### config.mk
export PLATFORM = sky130hd
export DESIGN_NAME = imem_row_scheduler_flat
export DESIGN_NICKNAME = d
export VERILOG_FILES = /design/src/rtl/imem_row_scheduler_if.sv /design/src/rtl/imem_row_scheduler.sv /design/src/flat_wrapper.sv
export SDC_FILE = /design/constraint.sdc
export NUM_CORES = 1
export LEC_CHECK = 0
export ABC_AREA = 1
export CAP_MARGIN = 10
export CORE_MARGIN = 4
export CORE_UTILIZATION = 45
export DETAILED_ROUTE_END_ITERATION = 12
export GPL_TIMING_DRIVEN = 1
export PLACE_DENSITY = 0.69
export SKIP_CTS_REPAIR_TIMING = 1
export SYNTH_ARGS = -nofsm -noshare
export SYNTH_HDL_FRONTEND = slang
export SYNTH_SLANG_ARGS = --single-unit
### constraint.sdc
create_clock -name clk -period 5.3 [get_ports clk]
set_input_delay 0.795 -clock clk [delete_from_list [all_inputs] [get_ports clk]]
set_output_delay 0.795 -clock clk [all_outputs]
set_load 0.02 [all_outputs]
### src/rtl/imem_row_scheduler_if.sv
// Memory read port, PPE request lines and router packet port of the IFMAP row scheduler.
// The master side is the scheduler. The slave side is the memory, the PPEs and the router.
interface imem_row_scheduler_if #(
    parameter int IFMAP_SIZE = 25,
    parameter int NUM_PPE    = 5,
    parameter int ROW_W      = 5
);
    logic [NUM_PPE-1:0]    ppe_req;
    logic                  mem_rd_en;
    logic                  mem_rd_ts;
    logic [ROW_W-1:0]      mem_rd_row;
    logic [IFMAP_SIZE-1:0] mem_rd_data;
    logic                  pkt_valid;
    logic                  pkt_ready;
    logic [IFMAP_SIZE+7:0] pkt;

    modport master (
        input  ppe_req, mem_rd_data, pkt_ready,
        output mem_rd_en, mem_rd_ts, mem_rd_row, pkt_valid, pkt
    );

    modport slave (
        output ppe_req, mem_rd_data, pkt_ready,
        input  mem_rd_en, mem_rd_ts, mem_rd_row, pkt_valid, pkt
    );
endinterface

### src/rtl/imem_row_scheduler.sv
// Sequences IFMAP rows to the PPEs. It runs a preload per timestep, then serves PPE row
// requests round-robin, and sends every row as a router packet {dest, opcode, data}.
module imem_row_scheduler #(
    parameter int IFMAP_SIZE       = 25,
    parameter int NUM_PPE          = 5,
    parameter int PPE_BASE_ID      = 5,
    parameter int OP_PPE_INPUT     = 1,
    parameter int OP_ROW_EXHAUSTED = 11,
    parameter int NUM_TIMESTEPS    = 2
) (
    input  logic                 clk,
    input  logic                 rst_n,
    input  logic                 weights_done,
    input  logic                 timestep_done,
    imem_row_scheduler_if.master bus,
    output logic [1:0]           cur_timestep,
    output logic                 busy,
    output logic                 sched_done
);
    localparam int ROW_W = $clog2(IFMAP_SIZE + 1);
    localparam int GW    = $clog2(NUM_PPE);
    localparam logic [ROW_W-1:0] ROW_LIMIT = ROW_W'(IFMAP_SIZE);
    localparam logic [ROW_W-1:0] PTR_STEP  = ROW_W'(NUM_PPE);
    localparam logic [GW-1:0]    LAST_PPE  = GW'(NUM_PPE - 1);
    localparam logic [1:0]       TS_LAST   = 2'(NUM_TIMESTEPS);

    typedef enum logic [2:0] {
        S_IDLE, S_PRELOAD, S_SERVE, S_RD, S_CAP, S_SEND, S_DONE
    } state_t;

    state_t                state_q, state_d;
    logic [1:0]            ts_q, ts_d;
    logic [ROW_W-1:0]      ptr_q [NUM_PPE];
    logic [ROW_W-1:0]      ptr_d [NUM_PPE];
    logic [NUM_PPE-1:0]    pend_q, pend_d;
    logic [GW-1:0]         prio_q, prio_d;
    logic [GW-1:0]         gnt_q, gnt_d;
    logic                  pre_q, pre_d;
    logic [ROW_W-1:0]      row_q, row_d;
    logic [IFMAP_SIZE+7:0] pkt_q, pkt_d;
    logic                  tsd_q, tsd_d;

    logic                  send_done;
    logic                  found;
    logic [GW-1:0]         sel;
    logic [NUM_PPE-1:0]    pend_clr;
    int                    idx;

    function automatic logic [3:0] dest_of(input logic [GW-1:0] k);
        return 4'(PPE_BASE_ID + int'(k));
    endfunction

    // State register
    always_ff @(posedge clk) begin
        if (!rst_n) begin
            state_q <= S_IDLE;
            ts_q    <= '0;
            pend_q  <= '0;
            prio_q  <= '0;
            gnt_q   <= '0;
            pre_q   <= 1'b0;
            row_q   <= '0;
            pkt_q   <= '0;
            tsd_q   <= 1'b0;
        end else begin
            state_q <= state_d;
            ts_q    <= ts_d;
            pend_q  <= pend_d;
            prio_q  <= prio_d;
            gnt_q   <= gnt_d;
            pre_q   <= pre_d;
            row_q   <= row_d;
            pkt_q   <= pkt_d;
            tsd_q   <= tsd_d;
        end
    end

    for (genvar gi = 0; gi < NUM_PPE; gi++) begin : g_ptr
        always_ff @(posedge clk) begin
            if (!rst_n) ptr_q[gi] <= '0;
            else        ptr_q[gi] <= ptr_d[gi];
        end
    end

    // Next-state and datapath
    always_comb begin
        state_d = state_q;
        ts_d    = ts_q;
        prio_d  = prio_q;
        gnt_d   = gnt_q;
        pre_d   = pre_q;
        row_d   = row_q;
        pkt_d   = pkt_q;
        ptr_d   = ptr_q;
        found   = 1'b0;
        sel     = '0;
        idx     = 0;

        send_done = (state_q == S_SEND) && bus.pkt_ready;

        // A pulse in the completion cycle of its own grant survives: set after clear
        pend_clr = '0;
        if (send_done && !pre_q) pend_clr[gnt_q] = 1'b1;
        pend_d = pend_q & ~pend_clr;
        if (state_q != S_IDLE) pend_d = pend_d | bus.ppe_req;

        tsd_d = tsd_q | (timestep_done && (state_q != S_IDLE));

        // Rotating-priority search starting at prio_q
        for (int i = 0; i < NUM_PPE; i++) begin
            idx = int'(prio_q) + i;
            if (idx >= NUM_PPE) idx = idx - NUM_PPE;
            if (!found && pend_q[idx]) begin
                found = 1'b1;
                sel   = GW'(idx);
            end
        end

        case (state_q)
            S_IDLE: begin
                if (weights_done) begin
                    state_d = S_PRELOAD;
                    ts_d    = 2'd1;
                    pre_d   = 1'b1;
                    gnt_d   = '0;
                    for (int i = 0; i < NUM_PPE; i++) ptr_d[i] = ROW_W'(i + NUM_PPE);
                end
            end
            S_PRELOAD: begin
                row_d   = ROW_W'(gnt_q);
                state_d = S_RD;
            end
            S_SERVE: begin
                if (found) begin
                    gnt_d  = sel;
                    prio_d = (sel == LAST_PPE) ? '0 : sel + 1'b1;
                    pre_d  = 1'b0;
                    if (ptr_q[sel] >= ROW_LIMIT) begin
                        pkt_d   = {dest_of(sel), 4'(OP_ROW_EXHAUSTED), {IFMAP_SIZE{1'b0}}};
                        state_d = S_SEND;
                    end else begin
                        row_d      = ptr_q[sel];
                        ptr_d[sel] = ptr_q[sel] + PTR_STEP;
                        state_d    = S_RD;
                    end
                end else if (tsd_q) begin
                    tsd_d = 1'b0;
                    if (ts_q < TS_LAST) begin
                        ts_d    = ts_q + 2'd1;
                        pre_d   = 1'b1;
                        gnt_d   = '0;
                        state_d = S_PRELOAD;
                        for (int i = 0; i < NUM_PPE; i++) ptr_d[i] = ROW_W'(i + NUM_PPE);
                    end else begin
                        state_d = S_DONE;
                    end
                end
            end
            S_RD:  state_d = S_CAP;
            S_CAP: begin
                pkt_d   = {dest_of(gnt_q), 4'(OP_PPE_INPUT), bus.mem_rd_data};
                state_d = S_SEND;
            end
            S_SEND: begin
                if (bus.pkt_ready) begin
                    if (pre_q && (gnt_q != LAST_PPE)) begin
                        gnt_d   = gnt_q + 1'b1;
                        state_d = S_PRELOAD;
                    end else begin
                        pre_d   = 1'b0;
                        state_d = S_SERVE;
                    end
                end
            end
            S_DONE:  state_d = S_DONE;
            default: state_d = S_IDLE;
        endcase
    end

    // Outputs
    always_comb begin
        bus.mem_rd_en  = (state_q == S_RD);
        bus.mem_rd_ts  = (ts_q == 2'd2);
        bus.mem_rd_row = row_q;
        bus.pkt_valid  = (state_q == S_SEND);
        bus.pkt        = pkt_q;
        cur_timestep   = ts_q;
        busy           = (state_q != S_IDLE) && (state_q != S_DONE);
        sched_done     = (state_q == S_DONE);
    end
endmodule
### src/flat_wrapper.sv
// flat-port wrapper written by rule: the top's interface ports become plain ports
module imem_row_scheduler_flat 
#(
    parameter int IFMAP_SIZE       = 25,
    parameter int NUM_PPE          = 5,
    parameter int PPE_BASE_ID      = 5,
    parameter int OP_PPE_INPUT     = 1,
    parameter int OP_ROW_EXHAUSTED = 11,
    parameter int NUM_TIMESTEPS    = 2
)
  (clk, rst_n, weights_done, timestep_done, cur_timestep, busy, sched_done, bus_ppe_req, bus_mem_rd_data, bus_pkt_ready, bus_mem_rd_en, bus_mem_rd_ts, bus_mem_rd_row, bus_pkt_valid, bus_pkt);
  imem_row_scheduler_if #(.IFMAP_SIZE(IFMAP_SIZE), .NUM_PPE(NUM_PPE)) bus_i ();
  input  logic clk;
  input  logic rst_n;
  input  logic weights_done;
  input  logic timestep_done;
  output logic [1:0] cur_timestep;
  output logic busy;
  output logic sched_done;
  input wire logic [$bits(bus_i.ppe_req)-1:0] bus_ppe_req;
  input wire logic [$bits(bus_i.mem_rd_data)-1:0] bus_mem_rd_data;
  input wire logic [$bits(bus_i.pkt_ready)-1:0] bus_pkt_ready;
  output wire logic [$bits(bus_i.mem_rd_en)-1:0] bus_mem_rd_en;
  output wire logic [$bits(bus_i.mem_rd_ts)-1:0] bus_mem_rd_ts;
  output wire logic [$bits(bus_i.mem_rd_row)-1:0] bus_mem_rd_row;
  output wire logic [$bits(bus_i.pkt_valid)-1:0] bus_pkt_valid;
  output wire logic [$bits(bus_i.pkt)-1:0] bus_pkt;
  assign bus_i.ppe_req = bus_ppe_req;
  assign bus_i.mem_rd_data = bus_mem_rd_data;
  assign bus_i.pkt_ready = bus_pkt_ready;
  assign bus_mem_rd_en = bus_i.mem_rd_en;
  assign bus_mem_rd_ts = bus_i.mem_rd_ts;
  assign bus_mem_rd_row = bus_i.mem_rd_row;
  assign bus_pkt_valid = bus_i.pkt_valid;
  assign bus_pkt = bus_i.pkt;
  imem_row_scheduler #(.IFMAP_SIZE(IFMAP_SIZE), .NUM_PPE(NUM_PPE), .PPE_BASE_ID(PPE_BASE_ID), .OP_PPE_INPUT(OP_PPE_INPUT), .OP_ROW_EXHAUSTED(OP_ROW_EXHAUSTED), .NUM_TIMESTEPS(NUM_TIMESTEPS)) u_core (.clk(clk), .rst_n(rst_n), .weights_done(weights_done), .timestep_done(timestep_done), .bus(bus_i), .cur_timestep(cur_timestep), .busy(busy), .sched_done(sched_done));
endmodule
==> metrics.log, run 1 <==
[metrics] required time reported for the critical path endpoint: 5.57 ns
[metrics] placed wire-length estimate after detailed placement: 11,200 um
[metrics] Synth Area per Inst: 6.30 sq um
[metrics] clk_skew: 0.0108 ns
[metrics] most used flip-flop cell after synthesis: sky130_fd_sc_hd__dfxtp_1
[metrics] crit share post-route: 92.5%
[metrics] distinct cell type count after synthesis: 40
[metrics] clock latency on the worst-skew pair: 0.34 ns
[metrics] area fraction in compound gates after synthesis: 12.8%
[metrics] antenna violations before repair: 0
[metrics] ordered cell list for the critical path: inv_1 -> ha_1 -> ha_1 -> or2_2 -> o21ai_1 -> o21ai_1 -> nand3_2 -> inv_2 -> nand3_1 -> nand3_2 -> nand2_2 -> nand2_2 -> nor2_1 -> nand2_1 -> nand4_2 -> inv_1 -> ha_1 -> nor2_2 -> nand2_2 -> nand3_4 -> nand2_4 -> inv_2 -> nand2_1 -> a21oi_2
[metrics] portion of the post-synthesis area used by sequential elements: 30.9%
[metrics] share of the synthesized netlist area taken by xor and xnor gates: 0.685%
[metrics] Max Freq: 204 MHz
[metrics] clk root buf: sky130_fd_sc_hd__clkbuf_16
[metrics] global-route wire length before repair: 25,300 um
[metrics] number of diodes: 0
[metrics] Detailed Route Iter0 Violations: 343
[metrics] run status: finished clean
[metrics] worst setup path class: register to register
[metrics] portion of netlist area occupied by mux cells: 0%
[metrics] number of enable-type register cells in the synthesized netlist: 0
[metrics] via count of the routed design: 5,527
[metrics] Max stage delay on crit path: 0.52 ns
[metrics] highest net fanout along the worst path: 29
[metrics] Tightest Pin Transition: 0.801 ns
[metrics] routability cong.: 0.987
[metrics] initial core utilization: 46.6%
[metrics] Die X: 115 um
[metrics] pin count of the biggest net entering global routing: 33
[metrics] count of buffers from port buffering: 78
[metrics] vias in the first global route: 5,605
[metrics] buffer levels on the longest clock path: 2
[metrics] worst hold path class: register to register
[metrics] adder-cell share of the synthesized area: 4.55%
[metrics] worst slew margin relative to its limit: 46.5%
[metrics] path depth of the worst reg2reg path: 24
[metrics] largest family of logic cells by synthesized area: simple AND/OR/NAND/NOR gates
[metrics] detailed-route wire length per cell: 14.5 um
[metrics] Levels on crit path: 24
[metrics] kind of capture point of the worst setup path: register
[metrics] number of buffer and inverter stages on the critical path: 4
[metrics] iteration count of the initial detailed-routing pass: 5
[metrics] Setup crit start kind: register
[metrics] CTS Sinks: 79
[metrics] aggregate global routing overflow: 0
[metrics] Yosys warnings: 0
[metrics] DR vias/cell: 5.37
[metrics] depth of the CTS H-tree: 3
[metrics] biggest area contributors in the synthesized netlist: sky130_fd_sc_hd__dfxtp_1 31%, sky130_fd_sc_hd__nand2_1 19%, sky130_fd_sc_hd__nor2_1 6.8%
[metrics] RSZ-0062 raised after global routing: false
[metrics] most instantiated cells after synthesis: 256 x sky130_fd_sc_hd__nand2_1, 93 x sky130_fd_sc_hd__nor2_1, 92 x sky130_fd_sc_hd__inv_1
[metrics] area fraction in and, or, nand and nor cells after synthesis: 41.0%
[metrics] proportion of netlist area held by the largest area contributor: 30.9%
[metrics] number of placement rows: 38
[metrics] overall routed net length: 15,000 um
[metrics] core region area: 0.0110 sq mm
[metrics] number of DRC violations after detailed routing: 0
[metrics] critical path data arrival time: 5.17 ns
[metrics] CTS buffer count: 9
[metrics] most repeated cell in the gate-level netlist after synthesis: sky130_fd_sc_hd__nand2_1
[metrics] overall die area: 0.0131 sq mm
[metrics] filler cell count in the final layout: 1,079
[metrics] netlist area before placement: 0.00512 sq mm
[metrics] height of the chip: 115 um
[metrics] TritonCTS clock tree: built
[metrics] shortest period the worst path allows: 4.90 ns
[metrics] net count of the mapped netlist: 865
[metrics] library cell with the largest summed area after synthesis: sky130_fd_sc_hd__dfxtp_1
[metrics] flip-flop and latch count after synthesis: 79
[metrics] number of cells produced by synthesis: 812
[metrics] I/O pin cnt: 80
[metrics] final setup vio count: 0
[metrics] antenna viol nets, final: 0
[metrics] number of instances on the worst hold path: 2
[metrics] clock transition time at the flip-flop clock pins of the worst setup and hold paths: 0.06 ns
[metrics] share of flip-flops with an asynchronous set or reset after synthesis: 0%
[metrics] count of pins over their slew limit: 0
[metrics] slowest stage cell on the critical path: sky130_fd_sc_hd__dfxtp_1
[metrics] layout net count: 938
[metrics] overall routing resource usage: 23.6%
[metrics] final hold viol count: 0
[metrics] area growth from synthesis to final layout: 22.2%
[metrics] layout cell share with drive strength beyond 1: 8.55%
[metrics] Worst path top cell family by delay: simple AND/OR/NAND/NOR gates
[metrics] final-layout worst hold slack: 0.460 ns
[metrics] Setup Total Neg Slack: 0 ns
[metrics] number of max-capacitance violations reported: 0
==> kinds of logic after synthesis <==
kind of cell,count (synthesis)
compound gates,114
xor+xnor,4
fa+ha+maj,18
buf+inv,122
flops,79
other cells,1
simple gates,474
==> cells in the final DEF (no fill, tap or decap), types with 3 or more instances in the layout <==
cell type | synthesis | final
sky130_fd_sc_hd__nand2_4 | 4 | 4
sky130_fd_sc_hd__a21oi_2 | 9 | 9
sky130_fd_sc_hd__o211ai_1 | 3 | 3
sky130_fd_sc_hd__inv_1 | 92 | 92
sky130_fd_sc_hd__nor3_1 | 5 | 5
sky130_fd_sc_hd__dfxtp_1 | 79 | 79
sky130_fd_sc_hd__buf_4 | 2 | 5
sky130_fd_sc_hd__nand3_2 | 6 | 6
sky130_fd_sc_hd__nand2_1 | 256 | 256
sky130_fd_sc_hd__o21ai_1 | 9 | 9
sky130_fd_sc_hd__inv_2 | 8 | 8
sky130_fd_sc_hd__nor2_1 | 93 | 93
sky130_fd_sc_hd__clkdlybuf4s50_1 | 0 | 78
sky130_fd_sc_hd__nand3_1 | 69 | 69
sky130_fd_sc_hd__ha_1 | 17 | 17
sky130_fd_sc_hd__nand2_2 | 16 | 16
sky130_fd_sc_hd__o21ai_0 | 32 | 32
sky130_fd_sc_hd__nand4_1 | 12 | 12
sky130_fd_sc_hd__a21oi_1 | 51 | 51
sky130_fd_sc_hd__nor2_2 | 5 | 5
sky130_fd_sc_hd__clkbuf_16 | 0 | 9
==> registers in the layout, indices dropped and copies added, names as in the netlist <==
register	count
u_core.gnt_q	3
u_core.cur_timestep	2
u_core.prio_q	3
u_core.bus.mem_rd_row	5
u_core.tsd_q	1
u_core.bus.pkt	31
u_core.ptr_q	25
u_core.pend_q	5
u_core.pre_q	1
u_core.state_q	3
==> cell type report <==
cell class	count	area [sq um]	share of cell area [%]
Tap cell	140	175	2.80
Timing Repair Buffer	83	818	13.1
Clock buffer	13	260	4.16
Inverter	101	379	6.06
Sequential cell	79	1580	25.3
Clock inverter	2	16.3	0.260
Multi-Input combinational cell	611	3020	48.3
==> worst reg2reg max path, stage by stage, from the launching register on <==
cell,delay [ns]
sky130_fd_sc_hd__dfxtp_1,0.52
sky130_fd_sc_hd__inv_1,0.25
sky130_fd_sc_hd__ha_1,0.30
sky130_fd_sc_hd__ha_1,0.38
sky130_fd_sc_hd__or2_2,0.32
sky130_fd_sc_hd__o21ai_1,0.28
sky130_fd_sc_hd__o21ai_1,0.13
sky130_fd_sc_hd__nand3_2,0.14
sky130_fd_sc_hd__inv_2,0.07
sky130_fd_sc_hd__nand3_1,0.10
sky130_fd_sc_hd__nand3_2,0.11
sky130_fd_sc_hd__nand2_2,0.11
sky130_fd_sc_hd__nand2_2,0.19
sky130_fd_sc_hd__nor2_1,0.23
sky130_fd_sc_hd__nand2_1,0.10
sky130_fd_sc_hd__nand4_2,0.14
sky130_fd_sc_hd__inv_1,0.08
sky130_fd_sc_hd__ha_1,0.21
sky130_fd_sc_hd__nor2_2,0.12
sky130_fd_sc_hd__nand2_2,0.09
sky130_fd_sc_hd__nand3_4,0.18
sky130_fd_sc_hd__nand2_4,0.11
sky130_fd_sc_hd__inv_2,0.38
sky130_fd_sc_hd__nand2_1,0.14
sky130_fd_sc_hd__a21oi_2,0.14
==> metrics by stage <==
stage          setup WS (ns)  utilization [%]  area, sq um  cells
2_1_floorplan           1.47                -         5120    812
3_3_place_gp           0.607             54.4         5980   1014
3_5_place_dp           0.450             54.4         5980   1014
4_1_cts                0.439             56.9         6250   1029
5_1_grt               0.0225             56.9         6250   1029
6_report               0.397             56.9         6250   1029
==> worst paths after layout <==
| path | endpoint | slack (ns) | startpoint |
|---|---|---|---|
| worst max-delay path | u_core.bus.pkt[13] | 0.40 | u_core.prio_q[1] |
| worst min-delay path | u_core.bus.pkt[18] | 0.46 | u_core.bus.pkt[18] |
| worst max register to register | u_core.bus.pkt[13] | 0.40 | u_core.prio_q[1] |
| worst min register to register | u_core.bus.pkt[18] | 0.46 | u_core.bus.pkt[18] |
==> metal layers <==
metal	GRT usage [%]	share of wire (%)	up-vias
met4	12.3	3.0	0
met5	0	0	-
li1	-	-	2731
met3	6.66	8.4	34
met1	27.0	41	2538
met2	39.9	47	224
Power of run 1 is not shown: default switching activity piles up to over one toggle a cycle in this logic, so the estimate is an artifact.
==> run 2, diff against run 1 <==
==> constraint.sdc (replaced) <==
create_clock -name clk -period 5.4 [get_ports clk]
set_input_delay 0.81 -clock clk [delete_from_list [all_inputs] [get_ports clk]]
set_output_delay 0.81 -clock clk [all_outputs]
set_load 0.02 [all_outputs]
==> run 2 against run 1 <==
Via count shrank 1.5%. Core utilization up 0.26 points. Clock skew down 0.0030 ns. Flip-flop and latch count unchanged. Largest cell class unchanged. Cell count unchanged. Worst setup slack gained 0.11 ns. Die area is the same. First-iteration DRC count rose by 13%. Non-clock buffer count unchanged. Count of clock-buffer cells in the layout shrank 1.
==> metrics.log, run 2 (synthesized netlist as in run 1, its figures left out) <==
[metrics] placed wire-length estimate after detailed placement: 11,000 um (-1.1%)
[metrics] highest net fanout along the worst path: 29 (unchanged)
[metrics] Max stage delay on crit path: 0.51 ns (about the same)
[metrics] leading cell type in the layout, fill and taps excluded: sky130_fd_sc_hd__nand2_1
[metrics] global-route wire length before repair: 24,300 um (-3.8%)
[metrics] height of the chip: 115 um (unchanged)
[metrics] final setup vio count: 0 (unchanged)
[metrics] Detailed Route Iter0 Violations: 389 (+13%)
[metrics] pin count of the biggest net entering global routing: 34 (+3.0%)
[metrics] Setup Total Neg Slack: 0 ns (unchanged)
[metrics] max reg flops: 31 (unchanged)
[metrics] area growth from synthesis to final layout: 22.8%
[metrics] layout net count: 938 (unchanged)
[metrics] overall die area: 0.0131 sq mm (unchanged)
[metrics] detailed-route wire length per cell: 14.3 um (-1.5%)
[metrics] I/O pin cnt: 80 (unchanged)
[metrics] layout cell share with drive strength beyond 1: 8.44% (-0.11 points)
[metrics] CTS buffer count: 9 (unchanged)
[metrics] depth of the CTS H-tree: 3 (unchanged)
[metrics] slowest stage cell on the critical path: sky130_fd_sc_hd__dfxtp_1
[metrics] vias in the first global route: 5,316 (-5.2%)
[metrics] Die X: 115 um (unchanged)
[metrics] TritonCTS clock tree: built
[metrics] DR vias/cell: 5.29 (-1.5%)
[metrics] final hold viol count: 0 (unchanged)
[metrics] Tightest Pin Transition: 0.808 ns (+0.00662 ns)
[metrics] worst slew margin relative to its limit: 46.0% (-0.58 points)
[metrics] count of pins over their slew limit: 0 (unchanged)
[metrics] Setup crit start kind: register
[metrics] routability cong.: 0.971 (-1.6%)
[metrics] kind of capture point of the worst setup path: register
[metrics] buffer levels on the longest clock path: 2 (unchanged)
[metrics] clock transition time at the flip-flop clock pins of the worst setup and hold paths: 0.06 ns (about the same)
[metrics] crit share post-route: 90.6% (-1.9 points)
[metrics] critical path data arrival time: 5.17 ns (about the same)
[metrics] most used cells in the layout excluding fill and tap cells: 256 x sky130_fd_sc_hd__nand2_1, 93 x sky130_fd_sc_hd__nor2_1, 92 x sky130_fd_sc_hd__inv_1, 79 x sky130_fd_sc_hd__dfxtp_1, 78 x sky130_fd_sc_hd__clkdlybuf4s50_1
[metrics] aggregate global routing overflow: 0 (unchanged)
[metrics] Final Core Density: 57.2% (+0.26 points)
[metrics] Max Freq: 204 MHz (+0.22%)
[metrics] iteration count of the initial detailed-routing pass: 5 (unchanged)
[metrics] clk_skew: 0.00777 ns (-0.00304 ns)
[metrics] shortest period the worst path allows: 4.89 ns (-0.0108 ns)
[metrics] number of DRC violations after detailed routing: 0 (unchanged)
[metrics] number of max-capacitance violations reported: 0 (unchanged)
[metrics] CTS Sinks: 79 (unchanged)
[metrics] count of buffers from port buffering: 78 (unchanged)
[metrics] required time reported for the critical path endpoint: 5.67 ns (+0.10 ns)
[metrics] antenna viol nets, final: 0 (unchanged)
[metrics] clock latency on the worst-skew pair: 0.34 ns (about the same)
[metrics] number of diodes: 0 (unchanged)
[metrics] overall routing resource usage: 22.8% (-0.78 points)
[metrics] RSZ-0062 raised after global routing: false
[metrics] via count of the routed design: 5,446 (-1.5%)
[metrics] ordered cell list for the critical path: inv_1 -> ha_1 -> ha_1 -> or2_2 -> o21ai_1 -> nor2_1 -> nand3_1 -> nand3_2 -> inv_2 -> nand3b_2 -> nand2_2 -> nand2_2 -> nor2_1 -> nand2_1 -> nand4_2 -> inv_1 -> ha_1 -> nor2_2 -> nand2_2 -> nand3_4 -> nand2_4 -> inv_2 -> nand2_1 -> a21oi_2
[metrics] overall routed net length: 14,700 um (-1.5%)
[metrics] clk root buf: sky130_fd_sc_hd__clkbuf_16
[metrics] core region area: 0.0110 sq mm (unchanged)
[metrics] run status: finished clean
[metrics] worst hold path class: register to register
[metrics] antenna violations before repair: 0 (unchanged)
[metrics] number of placement rows: 38 (unchanged)
[metrics] initial core utilization: 46.6% (unchanged)
[metrics] worst setup path class: register to register
## run 2: cell type report
cell class	instances	area (sq um)
multi-input cells	611	3020
flip-flops and latches	79	1580
inverters	101	379
clock buffers	12	236
well taps	140	175
repair buffers	83	818
clock inverters	3	68.8
fillers	1040	4700
## run 2: worst paths after layout
path | start | cells after the start | endpoint | slack (ns)
max | u_core.prio_q[1] | 24 | u_core.bus.pkt[8] | 0.51
min | u_core.bus.pkt[7] | 2 | u_core.bus.pkt[7] | 0.46
max reg2reg | u_core.prio_q[1] | 24 | u_core.bus.pkt[8] | 0.51
min reg2reg | u_core.bus.pkt[7] | 2 | u_core.bus.pkt[7] | 0.46
## run 2: routing by layer
metal	up-vias	global-route usage, %	part of all wire (%)
li1	2726	-	-
met1	2446	26.8	41
met2	235	38.8	47
met3	39	6.40	9.5
met4	0	9.66	2.5
met5	-	0	0
## run 2: per-stage QoR
step | hold slack [ns] | cell area (sq um) | cells | setup WS [ns]
4_1_cts | 0.462 | 6280 | 1029 | 0.548
2_1_floorplan | 0.440 | 5120 | 812 | 1.57
5_1_grt | 0.480 | 6280 | 1029 | 0.0656
6_report | 0.459 | 6280 | 1029 | 0.508
3_5_place_dp | 0.454 | 5980 | 1014 | 0.557
3_3_place_gp | 0.448 | 5980 | 1014 | 0.698
## run 2: critical path, delay by kind of cell (launching register included)
kind / cells / cell delay, ns
adder cells (fa/ha/maj): 3 / 0.92
AND/OR/NAND/NOR: 15 / 2.17
buffers and inverters: 4 / 0.81
AO/OA/AOI/OAI: 2 / 0.41
flip-flops: 1 / 0.51
Power of run 2 is left out for the same reason.
==> run 3, diff against run 2 <==
--- a/config.mk
+++ b/config.mk
@@ -13,6 +13,7 @@
 export GPL_TIMING_DRIVEN = 1
 export PLACE_DENSITY = 0.69
 export SKIP_CTS_REPAIR_TIMING = 1
+export SLEW_MARGIN = 20
 export SYNTH_ARGS = -nofsm -noshare
 export SYNTH_HDL_FRONTEND = slang
 export SYNTH_SLANG_ARGS = --single-unit
==> results of run 3 <==
Final layout, timing and power as in run 2 (identical DEF).
Power of run 3 is left out for the same reason.
